[config.mk]
export PLATFORM = sky130hd
export DESIGN_NAME = nco_cfg_writer
export DESIGN_NICKNAME = d
export VERILOG_FILES = /design/src/rtl/nco_cfg_writer.sv
export SDC_FILE = /design/constraint.sdc
export NUM_CORES = 1
export LEC_CHECK = 0
export ABC_AREA = 1
export CELL_PAD_IN_SITES_DETAIL_PLACEMENT = 0
export CELL_PAD_IN_SITES_GLOBAL_PLACEMENT = 2
export CORE_MARGIN = 1.5
export CORE_UTILIZATION = 34
export CTS_CLUSTER_DIAMETER = 40
export CTS_CLUSTER_SIZE = 40
export DETAILED_ROUTE_END_ITERATION = 10
export GPL_ROUTABILITY_DRIVEN = 0
export GPL_TIMING_DRIVEN = 0
export HOLD_SLACK_MARGIN = 0.02
export PLACE_DENSITY_LB_ADDON = 0.1
export SLEW_MARGIN = 25
export SYNTH_ARGS = -nofsm -noshare
export SYNTH_HDL_FRONTEND = slang
export SYNTH_SLANG_ARGS = --single-unit
[constraint.sdc]
create_clock -name clk -period 1.8 [get_ports clk]
set_input_delay 0.18 -clock clk [delete_from_list [all_inputs] [get_ports clk]]
set_output_delay 0.18 -clock clk [all_outputs]
set_load 0.005 [all_outputs]
[src/rtl/nco_cfg_writer.sv]
// nco_cfg_writer
// Deserialises configuration frames from a bit-serial stream. The frame
// layout is a start-of-frame bit followed by the address bits and then the
// data bits, MSB first. A completed frame is written to a bank of register
// cells. The write uses a one-hot strobe and a shared data bus.
//
// Optional feature: when the macro NCO_CFG_PARITY_EN is defined, each frame
// carries one trailing even-parity bit. That bit covers the address and data
// bits. A frame with the wrong parity is rejected.
//
// Ports
//   clk          rising-edge clock
//   rst_n        asynchronous active-low reset
//   ser_valid_i  serial bit valid
//   ser_data_i   serial bit value (MSB first)
//   ser_sof_i    first bit of a frame (qualified by ser_valid_i)
//   ser_ready_o  a bit is accepted this cycle when ser_valid_i is also 1
//   din_o        last fully assembled data word, bit i feeds cell i
//   set_o        one-hot write strobe, one bit per register
//   done_o       one-cycle pulse: frame written
//   err_o        one-cycle pulse: frame rejected (bad address or parity)
module nco_cfg_writer #(
    parameter int ADDR_W   = 4,
    parameter int DATA_W   = 32,
    parameter int NUM_REGS = 4
) (
    input  logic                clk,
    input  logic                rst_n,
    input  logic                ser_valid_i,
    input  logic                ser_data_i,
    input  logic                ser_sof_i,
    output logic                ser_ready_o,
    output logic [DATA_W-1:0]   din_o,
    output logic [NUM_REGS-1:0] set_o,
    output logic                done_o,
    output logic                err_o
);

    localparam int CNT_MAX = (ADDR_W > DATA_W) ? ADDR_W : DATA_W;
    localparam int CNT_W   = $clog2(CNT_MAX + 1);
    localparam logic [CNT_W-1:0] ADDR_LAST = CNT_W'(ADDR_W - 1);
    localparam logic [CNT_W-1:0] DATA_LAST = CNT_W'(DATA_W - 1);

    typedef enum logic [2:0] {
        IDLE,
        ADDR,
        DATA,
`ifdef NCO_CFG_PARITY_EN
        PAR,
`endif
        WRITE
    } state_t;

    state_t                state_q, state_d;
    logic [CNT_W-1:0]      cnt_q, cnt_d;
    logic [ADDR_W-1:0]     addr_q, addr_d;
    logic [DATA_W-1:0]     shift_q, shift_d;
    logic [DATA_W-1:0]     din_q, din_d;
    logic [NUM_REGS-1:0]   set_q, set_d;
    logic                  done_q, done_d;
    logic                  err_q, err_d;
    logic                  accept;
    logic                  finish;
`ifdef NCO_CFG_PARITY_EN
    logic                  par_q, par_d;
    logic                  par_bad;
`endif

    // An out-of-range address decodes to an all-zero strobe. That makes
    // "address valid" simply the OR of the decode.
    function automatic logic [NUM_REGS-1:0] addr_strobe(input logic [ADDR_W-1:0] a);
        addr_strobe = '0;
        for (int r = 0; r < NUM_REGS; r++) begin
            addr_strobe[r] = (int'(a) == r);
        end
    endfunction

    assign ser_ready_o = (state_q != WRITE);
    assign accept      = ser_valid_i && ser_ready_o;

    always_comb begin
        state_d = state_q;
        cnt_d   = cnt_q;
        addr_d  = addr_q;
        shift_d = shift_q;
        din_d   = din_q;
        set_d   = '0;
        done_d  = 1'b0;
        err_d   = 1'b0;
        finish  = 1'b0;
`ifdef NCO_CFG_PARITY_EN
        par_d   = par_q;
        par_bad = 1'b0;
`endif

        if (accept && ser_sof_i) begin
            // A start bit is accepted in any state. Any partial frame in
            // progress is dropped silently, and the start bit becomes the
            // address MSB.
            addr_d  = ADDR_W'(ser_data_i);
            cnt_d   = (ADDR_W == 1) ? '0 : CNT_W'(1);
            state_d = (ADDR_W == 1) ? DATA : ADDR;
`ifdef NCO_CFG_PARITY_EN
            par_d   = ser_data_i;
`endif
        end else if (accept) begin
            case (state_q)
                ADDR: begin
                    addr_d = (addr_q << 1) | ADDR_W'(ser_data_i);
`ifdef NCO_CFG_PARITY_EN
                    par_d  = par_q ^ ser_data_i;
`endif
                    if (cnt_q == ADDR_LAST) begin
                        cnt_d   = '0;
                        state_d = DATA;
                    end else begin
                        cnt_d = cnt_q + CNT_W'(1);
                    end
                end
                DATA: begin
                    shift_d = (shift_q << 1) | DATA_W'(ser_data_i);
`ifdef NCO_CFG_PARITY_EN
                    par_d   = par_q ^ ser_data_i;
`endif
                    if (cnt_q == DATA_LAST) begin
                        // Publish the word once it is complete. The cells
                        // then never see a half-shifted value.
                        din_d = shift_d;
                        cnt_d = '0;
`ifdef NCO_CFG_PARITY_EN
                        state_d = PAR;
`else
                        state_d = WRITE;
                        finish  = 1'b1;
`endif
                    end else begin
                        cnt_d = cnt_q + CNT_W'(1);
                    end
                end
`ifdef NCO_CFG_PARITY_EN
                PAR: begin
                    par_bad = par_q ^ ser_data_i;
                    state_d = WRITE;
                    finish  = 1'b1;
                end
`endif
                default: ;  // IDLE: bits without a start flag are dropped
            endcase
        end else if (state_q == WRITE) begin
            state_d = IDLE;
        end

        // Strobes are computed on entry to WRITE and registered. As a
        // result they are high exactly during the single WRITE cycle.
        if (finish) begin
`ifdef NCO_CFG_PARITY_EN
            if (!par_bad && (|addr_strobe(addr_q))) begin
`else
            if (|addr_strobe(addr_q)) begin
`endif
                set_d  = addr_strobe(addr_q);
                done_d = 1'b1;
            end else begin
                err_d  = 1'b1;
            end
        end
    end

    always_ff @(posedge clk or negedge rst_n) begin
        if (!rst_n) begin
            state_q <= IDLE;
            cnt_q   <= '0;
            addr_q  <= '0;
            shift_q <= '0;
            din_q   <= '0;
            set_q   <= '0;
            done_q  <= 1'b0;
            err_q   <= 1'b0;
`ifdef NCO_CFG_PARITY_EN
            par_q   <= 1'b0;
`endif
        end else begin
            state_q <= state_d;
            cnt_q   <= cnt_d;
            addr_q  <= addr_d;
            shift_q <= shift_d;
            din_q   <= din_d;
            set_q   <= set_d;
            done_q  <= done_d;
            err_q   <= err_d;
`ifdef NCO_CFG_PARITY_EN
            par_q   <= par_d;
`endif
        end
    end

    assign din_o  = din_q;
    assign set_o  = set_q;
    assign done_o = done_q;
    assign err_o  = err_q;

endmodule

Word-level counts from Yosys, hierarchy flattened
Cells that the tools add are included.

operators by class
  add/sub/neg operators = 1
  equal/unequal tests = 12
  multiplexer cells = 24
  bitwise gates (word level) = 3
  reduce and logical (&&, ||, !) cells = 13

operator list
  operator                                               count
  bitwise OR 32 x 1 -> 32 bit                            1
  2-to-1 mux 6 bit                                       4
  2-to-1 mux 4 bit                                       5
  2-to-1 mux 3 bit                                       5
  one-hot mux 6 bit (2 select lines)                     1
  == test 4 x 3 -> 1 bit, second input constant          2
  2-to-1 mux 1 bit                                       8
  inequality test 4 bit, second input constant           2
  AND reduction 4 bit                                    2
  adder 6 x 1 -> 6 bit, second input constant            1
  == test 3 x 2 -> 1 bit, second input constant          2
  == test 6 x 2 -> 1 bit, second input constant          1
  == test 6 x 5 -> 1 bit, second input constant          1
  one-hot mux 3 bit (2 select lines)                     1
  nonzero test 3 bit                                     2
  == test 4 x 2 -> 1 bit, second input constant          1
  logical NOT 4 bit                                      1
  inequality test 4 x 1 -> 1 bit, second input constant  1
  bitwise OR 4 x 1 -> 4 bit                              1
  AND reduction 2 bit                                    2
  nonzero test 2 bit                                     2
  OR reduction 4 bit                                     1
  == test 3 x 1 -> 1 bit, second input constant          1
  inequality test 3 x 2 -> 1 bit, second input constant  1
  other kinds (3)                                        4

word-level totals
  flip-flop bits (word level) = 82
  output and inout port bits = 39

Depth between registers and ports, before layout
Gate-level depths: netlist of the first run.

  word-level depth = 6
  depth in mapped cells = 9
  depth with buffers taken out = 9

Worst setup path after synthesis of the first run
Ideal clock, no wire load.

  kind = register to register
  from = register cnt_q[0]
  to = register din_q[13], in the netlist din_o[13]
  setup time = 0.117 ns
  arrival = 1.406 ns
  required time = 1.683 ns
  path slack = 0.277 ns
  stages on the path, launching flop included = 10
  path buffers = 1
  clock period less this slack = 1.523 ns
  path through = dfrtp_1 > ha_1 > nand3_2 > nor2_2 > nand2_2 > nor2_4 > inv_4 > buf_6 > nand2_1 > o21ai_2

on the way
  word-level cells in the longest chain between the ends = 2

RTL lines
  element                               RTL line  text
  start, declared                       55        logic [CNT_W-1:0] cnt_q, cnt_d;
  start signal, assigned                184       cnt_q <= cnt_d;
  == test 6 x 5 -> 1 bit                125       if (cnt_q == DATA_LAST) begin
  AND reduction 4 bit (no source line)  -
  end signal, assigned                  187       din_q <= din_d;
  end, declared                         58        logic [DATA_W-1:0] din_q, din_d;

Every way passes these cells.
A chain may end at the register's enable or synchronous reset.

Final worst setup path of the first run
  from = register cnt_q[0]
  to = register din_q[19], in the netlist din_o[19]

Same word-level chain as after synthesis.

==> impl_results.rst, run 1 <==
.. list-table::
   :header-rows: 1

   * - Metric
     - Value
   * - Outcome
     - completed
   * - Clk sink count
     - 81
   * - Comb power frac
     - 0.204
   * - Register-to-register setup slack
     - 130 ps
   * - Synthesized cell area
     - 3420 um^2
   * - Most numerous cell types in the synthesized netlist
     - 109 x nand2_1, 81 x dfrtp_1, 54 x inv_1, 35 x o21ai_0, 31 x o21ai_2
   * - Final design instance area without fill
     - 4320 um^2
   * - Gate count of the mapped netlist
     - 365
   * - Worst hold path class
     - primary input to asynchronous set/reset pin
   * - Pin count of the biggest net entering global routing
     - 48
   * - Standard-cell rows
     - 36
   * - Fraction of layout cells with a size suffix above 1
     - 0.164
   * - Part of the Yosys area used for sequential elements
     - 0.593
   * - Number of slew-limit violations in the final report
     - 0
   * - Crit path required time
     - 2040 ps
   * - Worst Setup SP
     - cnt_q[0]
   * - Post-DR vias/cell
     - 4.44
   * - Routed length per instance
     - 12.2 um
   * - Synthesis warning total
     - 0
   * - Switching share of power
     - 0.321
   * - Power Dens Cells
     - 1220 nW/um^2
   * - Number of antenna violations at the first check in global routing
     - 0
   * - Leak
     - 2.06 nW
   * - Critical path data arrival time
     - 1910 ps
   * - Number of enable-type register cells in the synthesized netlist
     - 0
   * - Total clock buffers created by CTS
     - 9
   * - Maxcap violations
     - 0
   * - DR vias
     - 2488
   * - Relative contribution of the clock network to total power
     - 0.314
   * - Nets in the synthesized netlist
     - 371
   * - Cell variety after synth
     - 20
   * - Worst-margin pin slew
     - 372 ps
   * - H-tree lvl count
     - 3
   * - Met1 Resource Use GR
     - 0.187
   * - Number of port buffers
     - 43
   * - Proportion of synthesized flip-flops having asynchronous set or reset
     - 1.00
   * - Count of placed standard cells in the final layout, fillers left out
     - 560
   * - Top cells by area, synth
     - dfrtp_1 59%, nand2_1 12%, o21ai_2 7.9%
   * - Iteration-0 DRC Markers
     - 86
   * - Die height
     - 103 um
   * - Area after detailed placement
     - 4040 um^2
   * - Worst flop-to-flop path startpoint
     - cnt_q[0]
   * - Growth of design area from synthesis to finish
     - 26.4%
   * - Overall global routing resource usage
     - 0.142
   * - Post-layout nets
     - 428
   * - Internal power summed over all cells
     - 3.58 mW
   * - Kind of critical path
     - flop to flop
   * - Net Switching
     - 1.69 mW
   * - First-pass DRT Iterations
     - 4
   * - CTS root buf
     - clkbuf_8
   * - Final critical path time including I/O delays and setup
     - 1670 ps
   * - Vias in the first global route
     - 2387
   * - Core box area
     - 9770 um^2
   * - Setup violations, final
     - 0
   * - Post-Syn Area per Cell
     - 9.36 um^2
   * - RSZ-0062 raised after global routing
     - false
   * - Worst Reg-to-Reg Cells
     - 9
   * - Total global routing overflow
     - 0
   * - Io pins
     - 44
   * - Final count of hold timing violations
     - 0
   * - Top-count cell post-synth
     - nand2_1
   * - Total negative slack for setup checks
     - 0 ps
   * - Endpoint of the worst setup timing path
     - din_o[19]
   * - Clock latency of the later-clocked register in the worst-skew pair
     - 350 ps
   * - Cell type with the largest total area after synthesis
     - dfrtp_1
   * - Die area
     - 10700 um^2
   * - CTS tree
     - done
   * - Die span in x
     - 103 um
   * - Global-route wire length before repair
     - 11500 um
   * - Post-synth top area share
     - 0.593
   * - RR Endpoint
     - din_o[19]
   * - Starting density of the core
     - 0.350
   * - Estimated wirelength of the detail-placed design
     - 4730 um
   * - VDD IR-drop max
     - 0.424 mV
   * - Critical Path Fanout Max
     - 10
   * - Final antenna-violating net count
     - 0
   * - Fraction of power consumed by sequential logic
     - 0.482
   * - Fmax
     - 599 MHz
   * - Startpoint kind of the worst setup timing path
     - flop
   * - Met2 global-route usage
     - 0.228
   * - Share of the cycle needed by the critical path after routing
     - 0.927
   * - Most congested layer reported by global routing
     - met2
   * - Setup crit end kind
     - flop
   * - Relative slew slack
     - 0.750
   * - Clock slew seen by the registers of the worst setup and hold paths
     - 90 ps
   * - Final wirelength
     - 6830 um
   * - Synthesis-stage register bit count
     - 81
   * - Placed cell count
     - 542
   * - Fin Clk Skew
     - 11.2 ps
   * - Met3 usage
     - 0.0282
   * - Remaining DRCs
     - 0
   * - Antenna diode count
     - 0
   * - Buffer depth of the longest clock path
     - 2
   * - Commonest register cell after synthesis
     - dfrtp_1
-- critical path, cell delays in order (launching register included) --
cell	delay, ps
dfrtp_2	430
ha_2	250
nand3_2	120
nor2_2	140
nand2_2	90
nor2_4	160
inv_4	100
buf_6	160
nand2_1	70
o21ai_2	50
-- worst min path at each step --
stage,from,cells past startpoint,end,slack (ps)
after floorplan,rst_n,0,addr_q[0],-120
after global placement,addr_q[1],1,set_o[0],440
after detailed placement,rst_n,1,din_o[30],110
after CTS,rst_n,2,din_o[6],290
after global routing,rst_n,2,din_o[6],310
final,rst_n,2,shift_q[13],290
-- timing repair --
item,in CTS,in global routing
setup buffers,0,1
resized for setup,0,4
setup endpoints to repair,0,38
hold endpoints to repair,34,0
hold buffers,1,0
-- logic make-up after synthesis --
group,Yosys count,synth area share
buffers and inverters,67,0.0897
flip-flops,81,0.593
AND/OR/NAND/NOR,146,0.176
adder cells (fa/ha/maj),1,0.00366
AO/OA/AOI/OAI,70,0.137
-- stage by stage --
stage	hold slack [ps]	utilization	setup slack [ps]	power, mW
2_1_floorplan	-116	-	277	3.31
3_3_place_gp	443	0.411	-2580	3.63
3_5_place_dp	105	0.414	-102	3.65
4_1_cts	290	0.440	1.67	5.34
5_1_grt	315	0.442	1.70	5.67
6_report	293	0.442	132	5.28
-- flip-flops by register name (all words and copies together) (netlist names) --
signal and count:
addr_q 4, done_o 1, cnt_q 6, state_q 2, err_o 1, set_o 4
din_o 32, shift_q 31
-- area by class of cell --
type	count	area, um^2
Clock inverter	6	113
Tap cell	133	166
Fill cell	1001	5460
Multi-Input combinational cell	217	1090
Timing Repair Buffer	46	477
Buffer	12	97.6
Clock buffer	10	138
Sequential cell	81	2030
Inverter	55	209
-- power groups by stage --
stage	clock network (mW)	registers, mW	logic, mW
global route	1.78	2.61	1.28
floorplan	0	2.51	0.801
finish	1.66	2.54	1.08
detailed placement	0	2.57	1.08
global placement	0	2.57	1.06
CTS	1.71	2.54	1.09
-- cells in the final DEF, fill, tap and decap left out, drive strengths merged --
cell type / Yosys / final
o22ai: 2 / 2
dfrtp: 81 / 81
nor3: 2 / 2
o21ai: 66 / 66
dlygate4sd3: 0 / 1
nor2: 14 / 14
nand3: 15 / 15
clkinv: 0 / 1
inv: 55 / 57
a21oi: 2 / 2
clkbuf: 3 / 13
clkdlybuf4s50: 0 / 42
nand2: 110 / 110
nand4: 5 / 5
buf: 9 / 12
bufinv: 0 / 3
ha: 1 / 1
-- routing by layer --
metal | wire, um | share of wire | vias to the layer above
met3 | 203 | 0.030 | 8
met5 | 0 | 0 | -
met2 | 3200 | 0.47 | 32
met4 | 89 | 0.013 | 0
met1 | 3340 | 0.49 | 1186
li1 | - | - | 1262
Note: power is estimated with default switching activity, not from simulation.
==> run 2: changes to the inputs <==
--- a/config.mk
+++ b/config.mk
@@ -8,6 +8,7 @@
 export ABC_AREA = 1
 export CELL_PAD_IN_SITES_DETAIL_PLACEMENT = 0
 export CELL_PAD_IN_SITES_GLOBAL_PLACEMENT = 2
+export CORE_ASPECT_RATIO = 2
 export CORE_MARGIN = 1.5
 export CORE_UTILIZATION = 34
 export CTS_CLUSTER_DIAMETER = 40
==> impl_results.rst, run 2 (synthesis gave the netlist of run 1 again) <==
.. list-table::
   :header-rows: 1

   * - Metric
     - Value
   * - Net Switching
     - 1.76 mW (+3.8%)
   * - Worst-margin pin slew
     - 533 ps (+162 ps)
   * - First-pass DRT Iterations
     - 4 (unchanged)
   * - Setup Slack @ Placement
     - -48.8 ps (+53.2 ps)
   * - Share of the cycle needed by the critical path after routing
     - 0.926 (about the same)
   * - Clk sink count
     - 81 (unchanged)
   * - Met3 Routed Length
     - 191 um (-5.9%)
   * - Sum of buffers and inverters on the critical path
     - 1 (-1)
   * - Standard-cell rows
     - 51 (+42%)
   * - Number of antenna violations at the first check in global routing
     - 0 (unchanged)
   * - Relative contribution of the clock network to total power
     - 0.349 (+0.035)
   * - Internal power summed over all cells
     - 3.87 mW (+7.9%)
   * - Vias in the first global route
     - 2522 (+5.7%)
   * - Flip-flop count of the largest register after layout
     - 32 (unchanged)
   * - DR vias
     - 2525 (+1.5%)
   * - Post-DR vias/cell
     - 4.53 (+2.0%)
   * - Setup violations, final
     - 0 (unchanged)
   * - Fraction of power consumed by sequential logic
     - 0.457 (-0.025)
   * - Wire length on met1
     - 3050 um (-8.7%)
   * - Core box area
     - 9760 um^2 (-0.12%)
   * - Number of slew-limit violations in the final report
     - 0 (unchanged)
   * - Maxcap violations
     - 0 (unchanged)
   * - Worst hold path class
     - primary input to asynchronous set/reset pin
   * - Slowest cell delay on critical path
     - 530 ps (+100 ps)
   * - Overall global routing resource usage
     - 0.154 (+0.0124)
   * - Final setup margin
     - 133 ps (+1.47 ps)
   * - Crit path required time
     - 1620 ps (-420 ps)
   * - Crit path depth
     - 2 (-7)
   * - Power Dens Cells
     - 1280 nW/um^2 (+4.9%)
   * - RSZ-0062 raised after global routing
     - false
   * - Register-to-register setup slack
     - 160 ps (+30 ps)
   * - Buffer depth of the longest clock path
     - 2 (unchanged)
   * - Outcome
     - completed
   * - Filler instances
     - 1002 (+0.10%)
   * - Area after detailed placement
     - 4040 um^2 (-0.12%)
   * - Antenna diode count
     - 0 (unchanged)
   * - Io pins
     - 44 (unchanged)
   * - Setup crit end kind
     - output port
   * - Remaining DRCs
     - 0 (unchanged)
   * - Estimated wirelength of the detail-placed design
     - 5100 um (+7.8%)
   * - Starting density of the core
     - 0.350 (+0.000403)
   * - Leak
     - 2.09 nW (+1.4%)
   * - Fin Clk Skew
     - 7.04 ps (-4.20 ps)
   * - Startpoint kind of the worst setup timing path
     - flop
   * - Power, Total
     - 5.62 mW (+6.6%)
   * - Growth of design area from synthesis to finish
     - 28.5%
   * - Global-route wire length before repair
     - 12300 um (+6.3%)
   * - WL met2
     - 3880 um (+21%)
   * - Total global routing overflow
     - 0 (unchanged)
   * - Iteration-0 DRC Markers
     - 155 (+80%)
   * - Number of port buffers
     - 43 (unchanged)
   * - Clock slew seen by the registers of the worst setup and hold paths
     - 60 ps (-30 ps)
   * - Switching share of power
     - 0.312 (-0.00831)
   * - Comb power frac
     - 0.194 (-0.010)
   * - Most frequent cells in the layout
     - 109 x nand2_1, 80 x dfrtp_1, 54 x inv_1
   * - Fraction of layout cells with a size suffix above 1
     - 0.162 (-0.00158)
   * - Pin count of the biggest net entering global routing
     - 49 (+2.1%)
   * - Uppermost layer routed
     - met4
   * - Die area
     - 10700 um^2 (+0.34%)
   * - RR Endpoint
     - din_o[0]
   * - CTS tree
     - done
   * - Critical path data arrival time
     - 1490 ps (-420 ps)
   * - Fmax
     - 600 MHz (about the same)
   * - Post-layout nets
     - 427 (-0.23%)
   * - Leading cell type in the layout, fill and taps excluded
     - nand2_1
   * - Final count of hold timing violations
     - 0 (unchanged)
   * - Die span in x
     - 73.9 um (-28%)
   * - Critical Path Fanout Max
     - 6 (-4)
   * - VDD IR-drop max
     - 0.688 mV (+62%)
   * - Total negative slack for setup checks
     - 0 ps (unchanged)
   * - Clock latency of the later-clocked register in the worst-skew pair
     - 330 ps (-20 ps)
   * - Kind of critical path
     - flop to output port
   * - Worst Reg-to-Reg Cells
     - 9 (unchanged)
   * - Die height
     - 145 um (+40%)
   * - Cell with the largest stage delay on the worst path
     - clkdlybuf4s50_1
   * - CP top delay family
     - buffers and inverters
   * - H-tree lvl count
     - 3 (unchanged)
   * - Crit-path cells
     - nand2_1 -> clkdlybuf4s50_1
   * - Final antenna-violating net count
     - 0 (unchanged)
   * - Endpoint of the worst setup timing path
     - ser_ready_o
   * - Final design instance area without fill
     - 4390 um^2 (+1.6%)
   * - Worst flop-to-flop path startpoint
     - cnt_q[0]
   * - Relative slew slack
     - 0.641 (-0.110)
   * - Final wirelength
     - 7250 um (+6.3%)
   * - Total clock buffers created by CTS
     - 9 (unchanged)
   * - Routed length per instance
     - 13.0 um (+6.8%)
   * - Worst Setup SP
     - state_q[1]
   * - Final critical path time including I/O delays and setup
     - 1670 ps (-1.47 ps)
   * - CTS root buf
     - clkbuf_16
==> run 2: cell types whose count changed in the layout (fill, tap and decap cells not counted), sizes merged <==
| cell | previous run | this run |
|---|---|---|
| buf | 12 | 11 |
| clkinv | 1 | 2 |
| bufinv | 3 | 2 |
| inv | 57 | 56 |
==> run 2: layer usage <==
| layer | GRT usage | vias to the layer above |
|---|---|---|
| met5 | 0 | - |
| met4 | 0.0643 | 0 |
| met3 | 0.0312 | 12 |
| met2 | 0.268 | 40 |
| met1 | 0.181 | 1216 |
| li1 | - | 1257 |
==> run 2: power by group through the flow <==
stage	logic (mW)	registers (mW)	clock network (mW)
2_1_floorplan	0.801	2.51	0
3_3_place_gp	1.08	2.58	0
3_5_place_dp	1.09	2.59	0
4_1_cts	1.11	2.56	2.02
5_1_grt	1.31	2.64	2.08
6_report	1.09	2.57	1.96
==> run 2: how the worst min path moves through the flow <==
stage               from         to  depth (start not counted)
6_report           rst_n  din_o[26]                          2
5_1_grt            rst_n  din_o[26]                          2
4_1_cts            rst_n     done_o                          2
3_5_place_dp       rst_n  din_o[26]                          1
3_3_place_gp   addr_q[1]   set_o[1]                          1
2_1_floorplan      rst_n  addr_q[0]                          0
==> run 2: worst reg2reg max path: stages, from the launching register on <==
cell     delay, ps
dfrtp_2        450
ha_4           190
nand3_2        110
nor2_2         150
nand2_2         90
nor2_4         160
inv_4          100
buf_6          170
nand2_1         60
nand2_1         50
==> run 2: cell type report <==
class                      count  area [um^2]  share of cell area
sequential                    81         2030               0.462
multi-input combinational    217         1110               0.252
timing repair buffer          45          465               0.106
clock buffer                  10          239              0.0544
inverter                      55          209              0.0476
tap                          132          165              0.0376
buffer                        12         97.6              0.0222
clock inverter                 5         78.8              0.0180
==> run 2: per-stage QoR <==
| stage | hold WS, ps | cells | utilization |
|---|---|---|---|
| after floorplan | -116 | 365 | - |
| after global placement | 463 | 540 | 0.411 |
| after detailed placement | 176 | 541 | 0.414 |
| after CTS | 365 | 557 | 0.448 |
| after global routing | 399 | 557 | 0.450 |
| final | 348 | 557 | 0.450 |
==> run 2: repair_timing <==
action | 4_1_cts | 5_1_grt
hold endpoints to repair | 33 | 0
buffers inserted | 0 | 0
gates cloned | 0 | 0
gates resized for setup | 2 | 3
hold buffers | 1 | 0
setup endpoints to repair | 31 | 36
==> run 3: changes to the inputs <==
--- a/config.mk
+++ b/config.mk
@@ -18,6 +18,7 @@
 export GPL_TIMING_DRIVEN = 0
 export HOLD_SLACK_MARGIN = 0.02
 export PLACE_DENSITY_LB_ADDON = 0.1
+export REMOVE_ABC_BUFFERS = 1
 export SLEW_MARGIN = 25
 export SYNTH_ARGS = -nofsm -noshare
 export SYNTH_HDL_FRONTEND = slang
==> impl_results.rst, run 3 (synthesis gave the netlist of run 1 again) <==
.. list-table::
   :header-rows: 1

   * - Metric
     - Value
   * - Estimated wirelength of the detail-placed design
     - 4620 um (-9.5%)
   * - Final antenna-violating net count
     - 0 (unchanged)
   * - VDD IR-drop max
     - 0.632 mV (-8.1%)
   * - Clock slew seen by the registers of the worst setup and hold paths
     - 60 ps (about the same)
   * - RSZ-0062 raised after global routing
     - false
   * - Overall global routing resource usage
     - 0.148 (-0.00655)
   * - Kind of critical path
     - flop to output port
   * - Growth of design area from synthesis to finish
     - 27.6%
   * - Worst flop-to-flop path startpoint
     - state_q[0]
   * - Critical Path Fanout Max
     - 6 (unchanged)
   * - Flip-flop count of the largest register after layout
     - 32 (unchanged)
   * - Final setup margin
     - 146 ps (+12.2 ps)
   * - CTS tree
     - done
   * - Post-DR vias/cell
     - 4.46 (-1.6%)
   * - CP top delay family
     - buffers and inverters
   * - Cell with the largest stage delay on the worst path
     - clkdlybuf4s50_1
   * - Total clock buffers created by CTS
     - 9 (unchanged)
   * - Most frequent cells in the layout
     - 109 x nand2_1, 79 x dfrtp_1, 54 x inv_1
   * - Remaining DRCs
     - 0 (unchanged)
   * - Leak
     - 2.04 nW (-2.4%)
   * - Antenna diode count
     - 0 (unchanged)
   * - Crit-path cells
     - nand2_1 -> clkdlybuf4s50_1
   * - DR vias
     - 2468 (-2.3%)
   * - Buffer depth of the longest clock path
     - 2 (unchanged)
   * - Startpoint kind of the worst setup timing path
     - flop
   * - Outcome
     - completed
   * - Sum of buffers and inverters on the critical path
     - 1 (unchanged)
   * - Clk sink count
     - 81 (unchanged)
   * - Worst hold path class
     - primary input to asynchronous set/reset pin
   * - Final count of hold timing violations
     - 0 (unchanged)
   * - Power Dens Cells
     - 1260 nW/um^2 (-1.5%)
   * - Setup violations, final
     - 0 (unchanged)
   * - H-tree lvl count
     - 3 (unchanged)
   * - Internal power summed over all cells
     - 3.73 mW (-3.6%)
   * - Leading cell type in the layout, fill and taps excluded
     - nand2_1
   * - RR Endpoint
     - shift_q[16]
   * - Routed length per instance
     - 12.6 um (-3.1%)
   * - Setup Slack @ Placement
     - -317 ps (-268 ps)
   * - Comb power frac
     - 0.205 (+0.011)
   * - Standard-cell rows
     - 51 (unchanged)
   * - Net Switching
     - 1.77 mW (+0.95%)
   * - Share of the cycle needed by the critical path after routing
     - 0.919 (-0.00678)
   * - Fraction of power consumed by sequential logic
     - 0.467 (+0.010)
   * - Worst-margin pin slew
     - 469 ps (-64.2 ps)
   * - Register-to-register setup slack
     - 170 ps (about the same)
   * - Fin Clk Skew
     - 8.99 ps (+1.95 ps)
   * - Iteration-0 DRC Markers
     - 203 (+31%)
   * - Global-route wire length before repair
     - 11800 um (-3.3%)
   * - Final critical path time including I/O delays and setup
     - 1650 ps (-12.2 ps)
   * - Setup crit end kind
     - output port
   * - Number of port buffers
     - 43 (unchanged)
   * - First-pass DRT Iterations
     - 4 (unchanged)
   * - Vias in the first global route
     - 2533 (+0.44%)
   * - CTS root buf
     - clkbuf_16
   * - Filler instances
     - 999 (-0.30%)
   * - Fmax
     - 604 MHz (+0.74%)
   * - Io pins
     - 44 (unchanged)
   * - Slowest cell delay on critical path
     - 530 ps (about the same)
   * - Maxcap violations
     - 0 (unchanged)
   * - Critical path data arrival time
     - 1470 ps (-20 ps)
   * - Clock latency of the later-clocked register in the worst-skew pair
     - 330 ps (about the same)
   * - Switching share of power
     - 0.322 (+0.00992)
   * - Worst Reg-to-Reg Cells
     - 6 (-3)
   * - Final wirelength
     - 6980 um (-3.8%)
   * - Core box area
     - 9760 um^2 (unchanged)
   * - Die span in x
     - 73.9 um (unchanged)
   * - Starting density of the core
     - 0.350 (unchanged)
   * - Die height
     - 145 um (unchanged)
   * - Number of antenna violations at the first check in global routing
     - 0 (unchanged)
   * - Area occupied by registers
     - 2030 um^2 (about the same)
   * - Fraction of layout cells with a size suffix above 1
     - 0.154 (-0.00796)
   * - Post-layout nets
     - 422 (-1.2%)
   * - Total global routing overflow
     - 0 (unchanged)
   * - Relative slew slack
     - 0.687 (+0.0466)
   * - Pin count of the biggest net entering global routing
     - 65 (+33%)
   * - Area taken by multi-input logic gates
     - 1120 um^2 (+1.0%)
   * - Die area
     - 10700 um^2 (unchanged)
   * - Total negative slack for setup checks
     - 0 ps (unchanged)
   * - Relative contribution of the clock network to total power
     - 0.328 (-0.021)
   * - Number of slew-limit violations in the final report
     - 0 (unchanged)
   * - Crit path depth
     - 2 (unchanged)
   * - Crit path required time
     - 1620 ps (about the same)
## run 3: worst max path at each step
stage	from	slack, ps	end
after floorplan	state_q[0]	-370	state_q[0]
after global placement	rst_n	-2440	cnt_q[0]
after detailed placement	ser_valid_i	-320	state_q[0]
after CTS	cnt_q[0]	20	set_o[1]
after global routing	state_q[0]	4	shift_q[9]
final	state_q[1]	150	ser_ready_o
## run 3: power groups by stage
stage | sequential (mW) | clock, mW | combinational (mW)
CTS | 2.57 | 1.86 | 1.13
global route | 2.63 | 1.94 | 1.35
global placement | 2.59 | 0 | 1.05
finish | 2.57 | 1.80 | 1.13
detailed placement | 2.60 | 0 | 1.09
floorplan | 2.51 | 0 | 0.791
## run 3: final cells by class
class	count	share of cell area
clock buffers	10	0.0525
clock inverters	6	0.0158
inverters	55	0.0502
multi-input cells	218	0.256
flip-flops and latches	81	0.466
well taps	132	0.0379
repair buffers	51	0.122
## run 3: stage by stage
stage | std cells | cell area, um^2 | total power, mW | hold WS (ps) | util
floorplan | 353 | 3320 | 3.30 | -116 | -
CTS | 552 | 4330 | 5.56 | 362 | 0.444
global route | 553 | 4360 | 5.92 | 390 | 0.446
finish | 553 | 4360 | 5.50 | 347 | 0.446
global placement | 528 | 3920 | 3.64 | 446 | 0.401
detailed placement | 530 | 3970 | 3.69 | 176 | 0.407
## run 3: per-layer routing
layer / global-route usage / share of wire / vias to the layer above
met4: 0.0643 / 0.020 / 0
met2: 0.259 / 0.54 / 29
met5: 0 / 0 / -
met1: 0.169 / 0.42 / 1179
met3: 0.0312 / 0.027 / 9
li1: - / - / 1251
## run 3: repair_timing
| item | in CTS | in global routing |
|---|---|---|
| gates resized for setup | 5 | 5 |
| endpoints found under the setup margin | 52 | 50 |
| gates cloned | 1 | 0 |
| hold buffers | 1 | 0 |
| endpoints found under the hold margin | 34 | 0 |
| pin swaps | 2 | 1 |
| buffers inserted | 4 | 1 |
